==> config.mk <==
export PLATFORM = sky130hd
export DESIGN_NAME = ika87ad_mcseq
export DESIGN_NICKNAME = d
export VERILOG_FILES = /design/src/rtl/ika87ad_mcseq.sv
export SDC_FILE = /design/constraint.sdc
export NUM_CORES = 1
export LEC_CHECK = 0
export ABC_AREA = 1
export BUFFER_PORTS_ARGS = -buffer_cell sky130_fd_sc_hd__buf_4
export CORE_UTILIZATION = 50
export CTS_CLUSTER_DIAMETER = 40
export CTS_CLUSTER_SIZE = 12
export DETAILED_ROUTE_END_ITERATION = 12
export GPL_TIMING_DRIVEN = 0
export PLACE_DENSITY = 0.78
export SYNTH_ARGS = -nofsm -noshare
export SYNTH_HDL_FRONTEND = slang
export SYNTH_SLANG_ARGS = --single-unit
==> constraint.sdc <==
create_clock -name i_CLK -period 1.7 [get_ports i_CLK]
set_input_delay 0.425 -clock i_CLK [delete_from_list [all_inputs] [get_ports i_CLK]]
set_output_delay 0.425 -clock i_CLK [all_outputs]
set_load 0.02 [all_outputs]
==> src/rtl/ika87ad_mcseq.sv <==
// ---------------------------------------------------------------------------
// ika87ad_mcseq -- microcode sequencer sitting directly upstream of the
// microcode ROM.
//
// Accepts a ROM entry address from the opcode decoder, strobes the ROM read,
// latches each 18-bit microword and hands it to the execution stage. It also
// inserts NOP wait cycles, launches and awaits bus cycles, steps to the next
// microword and reports when the instruction retires.
//
// Ports
//   i_CLK, i_RST_n         clock, asynchronous active-low reset
//   i_CEN                  clock enable; all state advances only when high
//   i_OPCODE_VALID         decoder has an entry address ready
//   i_MC_ENTRY[7:0]        entry address of the decoded opcode
//   i_SKIP                 PSW skip flag, sampled when the opcode is accepted
//   o_DECODE_REQ           sequencer idle, ready to accept an opcode
//   o_MCROM_READ_TICK      one-cycle ROM read strobe
//   o_MCROM_ADDR[7:0]      ROM address
//   i_MCROM_DATA[17:0]     registered ROM output, valid one enabled cycle
//                          after the tick
//   o_MC_WORD[17:0]        latched microword
//   o_MC_VALID             pulse: o_MC_WORD is to be executed
//   o_BUS_START            pulse: launch bus cycle o_BUS_CODE
//   o_BUS_CODE[1:0]        00 IDLE, 01 RD3, 10 RD4, 11 WR3
//   i_BUS_DONE             bus unit finished the current cycle
//   o_INSTR_DONE           pulse: final microword retired
//   o_MC_FAULT             bus-wait watchdog fault, sticky until reset
//
// Build option
//   IKA87AD_MCSEQ_WDT_EN   when defined, a watchdog aborts a bus wait that
//                          lasts WDT_LIMIT enabled cycles; otherwise the bus
//                          wait is unbounded and o_MC_FAULT is tied low.
// ---------------------------------------------------------------------------
module ika87ad_mcseq #(
  parameter int WDT_LIMIT = 255
) (
  input  logic        i_CLK,
  input  logic        i_RST_n,
  input  logic        i_CEN,
  input  logic        i_OPCODE_VALID,
  input  logic [7:0]  i_MC_ENTRY,
  input  logic        i_SKIP,
  output logic        o_DECODE_REQ,
  output logic        o_MCROM_READ_TICK,
  output logic [7:0]  o_MCROM_ADDR,
  input  logic [17:0] i_MCROM_DATA,
  output logic [17:0] o_MC_WORD,
  output logic        o_MC_VALID,
  output logic        o_BUS_START,
  output logic [1:0]  o_BUS_CODE,
  input  logic        i_BUS_DONE,
  output logic        o_INSTR_DONE,
  output logic        o_MC_FAULT
);

  typedef enum logic [2:0] {
    S_IDLE  = 3'd0,
    S_ROM   = 3'd1,
    S_EXEC  = 3'd2,
    S_WAIT  = 3'd3,
    S_BUS   = 3'd4,
    S_BWAIT = 3'd5,
    S_NEXT  = 3'd6
  } state_t;

  state_t      r_state;
  logic [7:0]  r_addr;
  logic        r_skip;
  logic [17:0] r_word;
  logic [3:0]  r_wait;
  logic        r_decode_req;
  logic        r_tick;
  logic        r_mc_valid;
  logic        r_bus_start;
  logic [1:0]  r_bus_code;
  logic        r_instr_done;

  // Field views of the incoming ROM word (consumed in S_EXEC) and of the
  // latched word (consumed in S_BUS / S_NEXT).
  logic       w_rom_skipchk;
  logic       w_rom_wait_req;
  logic       w_word_end;
  logic [1:0] w_word_bus;

  assign w_rom_skipchk  = i_MCROM_DATA[14];
  assign w_rom_wait_req = (i_MCROM_DATA[17:16] == 2'b11) && i_MCROM_DATA[13] &&
                          (i_MCROM_DATA[12:9] != 4'd0);
  assign w_word_end     = r_word[15];
  assign w_word_bus     = r_word[1:0];

`ifdef IKA87AD_MCSEQ_WDT_EN
  localparam logic [7:0] LP_WDT_LAST = 8'(WDT_LIMIT - 1);
  logic [7:0] r_wdt;
  logic       r_fault;
`endif

  always_ff @(posedge i_CLK or negedge i_RST_n) begin
    if (!i_RST_n) begin
      r_state      <= S_IDLE;
      r_addr       <= 8'd0;
      r_skip       <= 1'b0;
      r_word       <= 18'd0;
      r_wait       <= 4'd0;
      r_decode_req <= 1'b1;
      r_tick       <= 1'b0;
      r_mc_valid   <= 1'b0;
      r_bus_start  <= 1'b0;
      r_bus_code   <= 2'b00;
      r_instr_done <= 1'b0;
`ifdef IKA87AD_MCSEQ_WDT_EN
      r_wdt        <= 8'd0;
      r_fault      <= 1'b0;
`endif
    end else if (i_CEN) begin
      // Pulse registers fall back to 0 every enabled cycle unless re-fired.
      r_tick       <= 1'b0;
      r_mc_valid   <= 1'b0;
      r_bus_start  <= 1'b0;
      r_instr_done <= 1'b0;
      case (r_state)
        S_IDLE: begin
          if (i_OPCODE_VALID) begin
            r_addr       <= i_MC_ENTRY;
            r_tick       <= 1'b1;
            r_skip       <= i_SKIP;
            r_decode_req <= 1'b0;
            r_state      <= S_ROM;
          end
        end
        S_ROM: begin
          r_state <= S_EXEC;
        end
        S_EXEC: begin
          r_word     <= i_MCROM_DATA;
          // A skipped word is still sequenced (and its bus cycle still runs);
          // only its execute strobe is withheld.
          r_mc_valid <= !(r_skip && w_rom_skipchk);
          if (w_rom_wait_req) begin
            r_wait  <= i_MCROM_DATA[12:9];
            r_state <= S_WAIT;
          end else begin
            r_state <= S_BUS;
          end
        end
        S_WAIT: begin
          r_wait <= r_wait - 4'd1;
          if (r_wait == 4'd1) begin
            r_state <= S_BUS;
          end
        end
        S_BUS: begin
          if (w_word_bus == 2'b00) begin
            r_state <= S_NEXT;
          end else begin
            r_bus_start <= 1'b1;
            r_bus_code  <= w_word_bus;
            r_state     <= S_BWAIT;
`ifdef IKA87AD_MCSEQ_WDT_EN
            r_wdt       <= 8'd0;
`endif
          end
        end
        S_BWAIT: begin
          // r_bus_start still set means this is the cycle the start pulse is
          // visible; a done seen there belongs to an earlier bus cycle.
          if (i_BUS_DONE && !r_bus_start) begin
            r_bus_code <= 2'b00;
            r_state    <= S_NEXT;
          end
`ifdef IKA87AD_MCSEQ_WDT_EN
          else if (r_wdt == LP_WDT_LAST) begin
            r_fault      <= 1'b1;
            r_instr_done <= 1'b1;
            r_bus_code   <= 2'b00;
            r_skip       <= 1'b0;
            r_decode_req <= 1'b1;
            r_state      <= S_IDLE;
          end else begin
            r_wdt <= r_wdt + 8'd1;
          end
`endif
        end
        S_NEXT: begin
          if (w_word_end) begin
            r_instr_done <= 1'b1;
            r_skip       <= 1'b0;
            r_decode_req <= 1'b1;
            r_state      <= S_IDLE;
          end else begin
            r_addr  <= r_addr + 8'd1;
            r_tick  <= 1'b1;
            r_state <= S_ROM;
          end
        end
        default: begin
          r_decode_req <= 1'b1;
          r_state      <= S_IDLE;
        end
      endcase
    end
  end

  // Pulse registers hold while i_CEN is low; gating them with i_CEN makes
  // each pulse visible in exactly one enabled cycle.
  assign o_DECODE_REQ      = r_decode_req;
  assign o_MCROM_READ_TICK = r_tick & i_CEN;
  assign o_MCROM_ADDR      = r_addr;
  assign o_MC_WORD         = r_word;
  assign o_MC_VALID        = r_mc_valid & i_CEN;
  assign o_BUS_START       = r_bus_start & i_CEN;
  assign o_BUS_CODE        = r_bus_code;
  assign o_INSTR_DONE      = r_instr_done & i_CEN;

`ifdef IKA87AD_MCSEQ_WDT_EN
  assign o_MC_FAULT = r_fault;
`else
  assign o_MC_FAULT = 1'b0;
`endif

endmodule

== Word-level counts from Yosys, hierarchy flattened ==
Index checks and enable logic that the tools add are counted.

* Bits of input ports: 32
* Register bits after elaboration: 41

* $add $sub $neg: 2
* Equal/unequal tests: 15
* Bitwise logic cells: 5
* Mux-type cells: 29
* Reductions and logical operators: 20

{| class="wikitable"
|+ Operators with widths
! operator !! number
|-
| case mux 3 bit (7 select lines) || 1
|-
| AND reduction 4 bit || 5
|-
| two-way mux 8 bit || 2
|-
| case mux 8 bit (2 select lines) || 1
|-
| inequality test 2 bit (second input constant) || 7
|-
| two-way mux 1 bit || 12
|-
| two-way mux 3 bit || 4
|-
| == test 3 bit (second input constant) || 3
|-
| adder 8 x 1 -> 8 bit (second input constant) || 1
|-
| case mux 4 bit (2 select lines) || 1
|-
| == test 3 x 2 -> 1 bit (second input constant) || 2
|-
| two-way mux 2 bit || 3
|-
| nonzero test 2 bit || 3
|-
| OR reduction 5 bit || 1
|-
| AND 1 bit || 4
|-
| == test 4 x 1 -> 1 bit (second input constant) || 1
|-
| logical AND 1 bit || 4
|-
| two-way mux 4 bit || 1
|-
| case mux 1 bit (2 select lines) || 2
|-
| case mux 2 bit (2 select lines) || 1
|-
| nonzero test 4 bit || 1
|-
| subtractor 4 x 1 -> 4 bit (second input constant) || 1
|-
| == test 3 x 1 -> 1 bit (second input constant) || 1
|-
| logical NOT 3 bit || 1
|-
| other kinds (7) || 8
|}

== Longest topological paths before layout ==
* Depth in word-level cells: 5
* Mapped depth: 8
* Gate-level depth less buffers: 8

== Worst setup path after synthesis ==
No wires, ideal clock.

* Path type: in2out
* From: input i_CEN
* To: output o_BUS_START
* Arrival: 1.060 ns
* Path buffers: 2
* Stages: 4
* Path slack: 0.215 ns
* Cells stage by stage: buf_2 -> clkbuf_1 -> nand2_1 -> inv_1

* Word-level cells in the longest chain between the ends: 1

{| class="wikitable"
|+ Ends and longest elaborated chain
! element !! RTL line !! source
|-
| start, declared || 39 || <nowiki>input logic i_CEN,</nowiki>
|-
| AND 1 bit || 210 || <nowiki>assign o_BUS_START = r_bus_start & i_CEN;</nowiki>
|-
| end, declared || 49 || <nowiki>output logic o_BUS_START,</nowiki>
|}

Every way passes these cells.

== Final worst setup path ==
* From: register r_state[2]
* To: register r_wait[1]

* Word-level cells in the longest chain between the ends: 3

{| class="wikitable"
|+ Ends and longest elaborated chain
! element !! RTL line !! source
|-
| start, declared || 66 || <nowiki>state_t r_state;</nowiki>
|-
| start signal, assigned || 99 || <nowiki>r_state <= S_IDLE;</nowiki>
|-
| start signal, assigned || 127 || <nowiki>r_state <= S_ROM;</nowiki>
|-
| start signal, assigned || 131 || <nowiki>r_state <= S_EXEC;</nowiki>
|-
| == test 3 x 2 -> 1 bit || 120 || <nowiki>case (r_state)</nowiki>
|-
| inequality test 2 bit (no line) / nonzero test 2 bit (equally long branches) || -- ||
|-
| AND reduction 3 bit (no line) || -- ||
|-
| end signal, assigned || 139 || <nowiki>r_wait <= i_MCROM_DATA[12:9];</nowiki>
|-
| end signal, assigned || 146 || <nowiki>r_wait <= r_wait - 4'd1;</nowiki>
|-
| end, declared || 70 || <nowiki>logic [3:0] r_wait;</nowiki>
|}

Parallel ways exist; a longest one is shown, timed or not.
A chain may end at the register's enable or synchronous reset.

==> key figures <==
Run status
  – Status: complete, no violations

Logic synthesis
  – Syn. warnings: 0
  – Area of the mapped netlist: 0.00220 mm²
  – Synth cell types: 24
  – Avg Cell Area, Syn: 7.06 µm²
  – Cell taking the most area after synthesis: dfrtp_1
  – Sequential cell area fraction in the yosys report: 46.8%
  – Syn nets: 346
  – Synth area leaders: dfrtp_1 (46%), nand2_1 (25%), nand3_1 (7.5%), nor2_1 (3.9%), inv_1 (3.8%)
  – Post-synth top area share: 45.6%
  – Flops & latches, synth: 41
  – Mapped Cells: just over 300

Final layout
  – Final cell count without fillers: 432
  – Finished Core Util: a little over two thirds
  – Layout cells sized above 1: roughly a quarter
  – Most frequent cells in the layout: nand2_1 (144), buf_4 (64), dfrtp_1 (40), nand3_1 (33), nor2_1 (23)
  – Most common cell after layout, fill and taps aside: nand2_1
  – Area Overhead vs Synth: 29.9%
  – Fillers: between 300 and 400
  – Antenna cells: 0
  – Final nets: 416

Clock tree
  – Num Clock Sinks: 41
  – CTS Buf Count: 5
  – Post-CTS resize count: 0
  – H-Tree Depth: 2
  – Max Buffers Root-to-Sink: 2
  – Clk_lat worst skew: around 300 ps
  – Post-CTS Hold Buffers: 0
  – Root buffer cell: clkbuf_8
  – CTS tree: done
  – Post-CTS setup buffer count: 0
  – Reg clk slew, reported paths: roughly 80 ps

Placement
  – Placed cells: around 420
  – Port-buffer cells: 63
  – Hpwl dp: 3850 µm
  – Worst slack at placement: about 17 ps
  – Placer Congestion: 0.803

Route
  – Via density: 5.04
  – DRC marker count from the first detailed-route iteration: 96
  – Drt total wl: 5390 µm
  – # DRC: 0
  – ANT nets after route: 0
  – WL/cell: 12.5 µm
  – Vias: 2,178
  – Detailed Routing Iterations Pass 1: 4

STA
  – Final-report setup violation count: 0
  – Hold Vio Cnt, Final: 0
  – Worst Tran Pin Value: 532 ps
  – Post-route setup TNS: 0 ps
  – Final worst slack: 179 ps
  – RSZ-0062 raised after global routing: no
  – Pins Over Slew Limit: 0
  – Min cycle time layout: 1520 ps
  – Skew final: between 10 and 15 ps
  – Fmax: 658 MHz
  – Final period util: 89.4%
  – Worst hold margin: 97.3 ps
  – Relative slew slack: 64.6%

Global routing
  – Wire length of the first global-routing pass: 8600 µm
  – Vias in the first global route: 2,020
  – Overflow after GRT: 0
  – Largest net degree at the start of global routing: 42
  – All-Layer GR Usage: 25.2%
  – Initial antenna violation count: 0

Floorplanning
  – CORE AREA: 0.00412 mm²
  – Die width: 68.3 µm
  – Ports: 66
  – Cell Rows: 23
  – Die area: 0.00466 mm²
  – Die Y: around 70 µm
  – Starting density of the core: a little over half

Power and ir drop
  – Peak supply drop: 897 µV
  – Pwr Density: 1740 mW/mm²
  – Leak: about 1.6 nW

Hold path
  – Hold WC Path Type: primary input to asynchronous set/reset pin

Worst setup path
  – Setup CP Type: flop to flop
  – Launch point of the worst path: r_state[2]$_DFFE_PN0P_
  – Reg2Reg Launch Point: r_state[2]$_DFFE_PN0P_
  – Worst endpoint required time: 1880 ps
  – Crit. End Element: flop
  – Worst Path Arrival: approximately 1700 ps
  – CP startpoint kind: flop
  – Max Fanout on Critical Path: 10

Run
  – Max-cap violations: 0
[layer usage]
metal,vias to the layer above,GRT usage [%],wire length [µm]
li1,1111,-,-
met1,1020,30.2,2400
met2,42,44.1,2690
met3,5,5.67,231
met4,0,8.07,64
met5,-,0,0
[worst max-delay path: stages (launching register included)]
cell     delay [ps]
dfrtp_1         470
inv_2           120
nand2_2          90
nor2_4          240
nand2_1         110
nand2_1         160
inv_1           110
nand2_1          60
nand2_1          50
[flip-flops by register name, summed over array words and instances, names as in the netlist]
name          cells
r_wait            4
o_MC_WORD        18
o_MCROM_ADDR      8
r_state           3
r_tick            1
r_mc_valid        1
r_bus_start       1
o_BUS_CODE        2
o_DECODE_REQ      1
r_instr_done      1
r_skip            1
[path summary, 6_finish.rpt]
kind	to	depth (start not counted)	slack (ps)
setup / recovery	r_wait[1]$_DFFE_PN0P_	8	180
hold / removal	o_MC_WORD[16]$_DFFE_PN0P_	1	100
setup reg to reg	r_wait[1]$_DFFE_PN0P_	8	180
hold reg to reg	o_MC_WORD[14]$_DFFE_PN0P_	2	480
max in group asynchronous	o_DECODE_REQ$_DFFE_PN1P_	1	1220
min in group i_CLK	o_MC_WORD[7]$_DFFE_PN0P_	3	350
[kinds of logic (layout without fill, tap and decap cells)]
logic type                 count (synthesis)  count (layout)  share of synthesized area [%]
DFF                                       41              41                           46.8
buffers and inverters                     32             103                           5.92
AOI/OAI and AO/OA                         20              20                           4.78
and+or+nand+nor                          214             214                           40.7
adders and majority gates                  3               3                           1.71
other                                      1               1                          0.171
[synthesized netlist by cell type]
cell / count
a21o_1: 1
a21oi_1: 3
buf_2: 5
buf_4: 1
clkbuf_1: 2
conb_1: 1
dfrtp_1: 40
dfstp_2: 1
ha_1: 3
inv_1: 22
inv_2: 2
nand2_1: 144
nand2_2: 2
nand3_1: 33
nand3_2: 1
nand3b_1: 4
nand4_1: 1
nor2_1: 23
nor2_2: 2
nor2_4: 1
o21ai_0: 14
o21ai_1: 1
o21bai_1: 1
or2_2: 3
[final cells by class]
type                       instances  area (µm²)  area share (%)
buffer                             8        41.3            1.45
clock buffer                       6        82.6            2.89
clock inverter                     2        37.5            1.32
inverter                          24        90.1            3.16
multi-input combinational        238        1040            36.4
sequential                        41        1030            36.0
tap                               50        62.6            2.19
timing repair buffer              63         473            16.6
[where the power goes]
group / switching (mW) / internal [mW]
logic: 1.39 / 0.925
registers: 0.414 / 1.41
clock network: 0.342 / 0.477
[per-stage QoR]
step           power [mW]  instance area [µm²]
3_3_place_gp         4.07                 2730
6_report             4.97                 2850
3_5_place_dp         4.15                 2730
5_1_grt              5.34                 2850
2_1_floorplan        3.24                 2200
4_1_cts              5.00                 2850
Power figures use the tool's default switching activity.
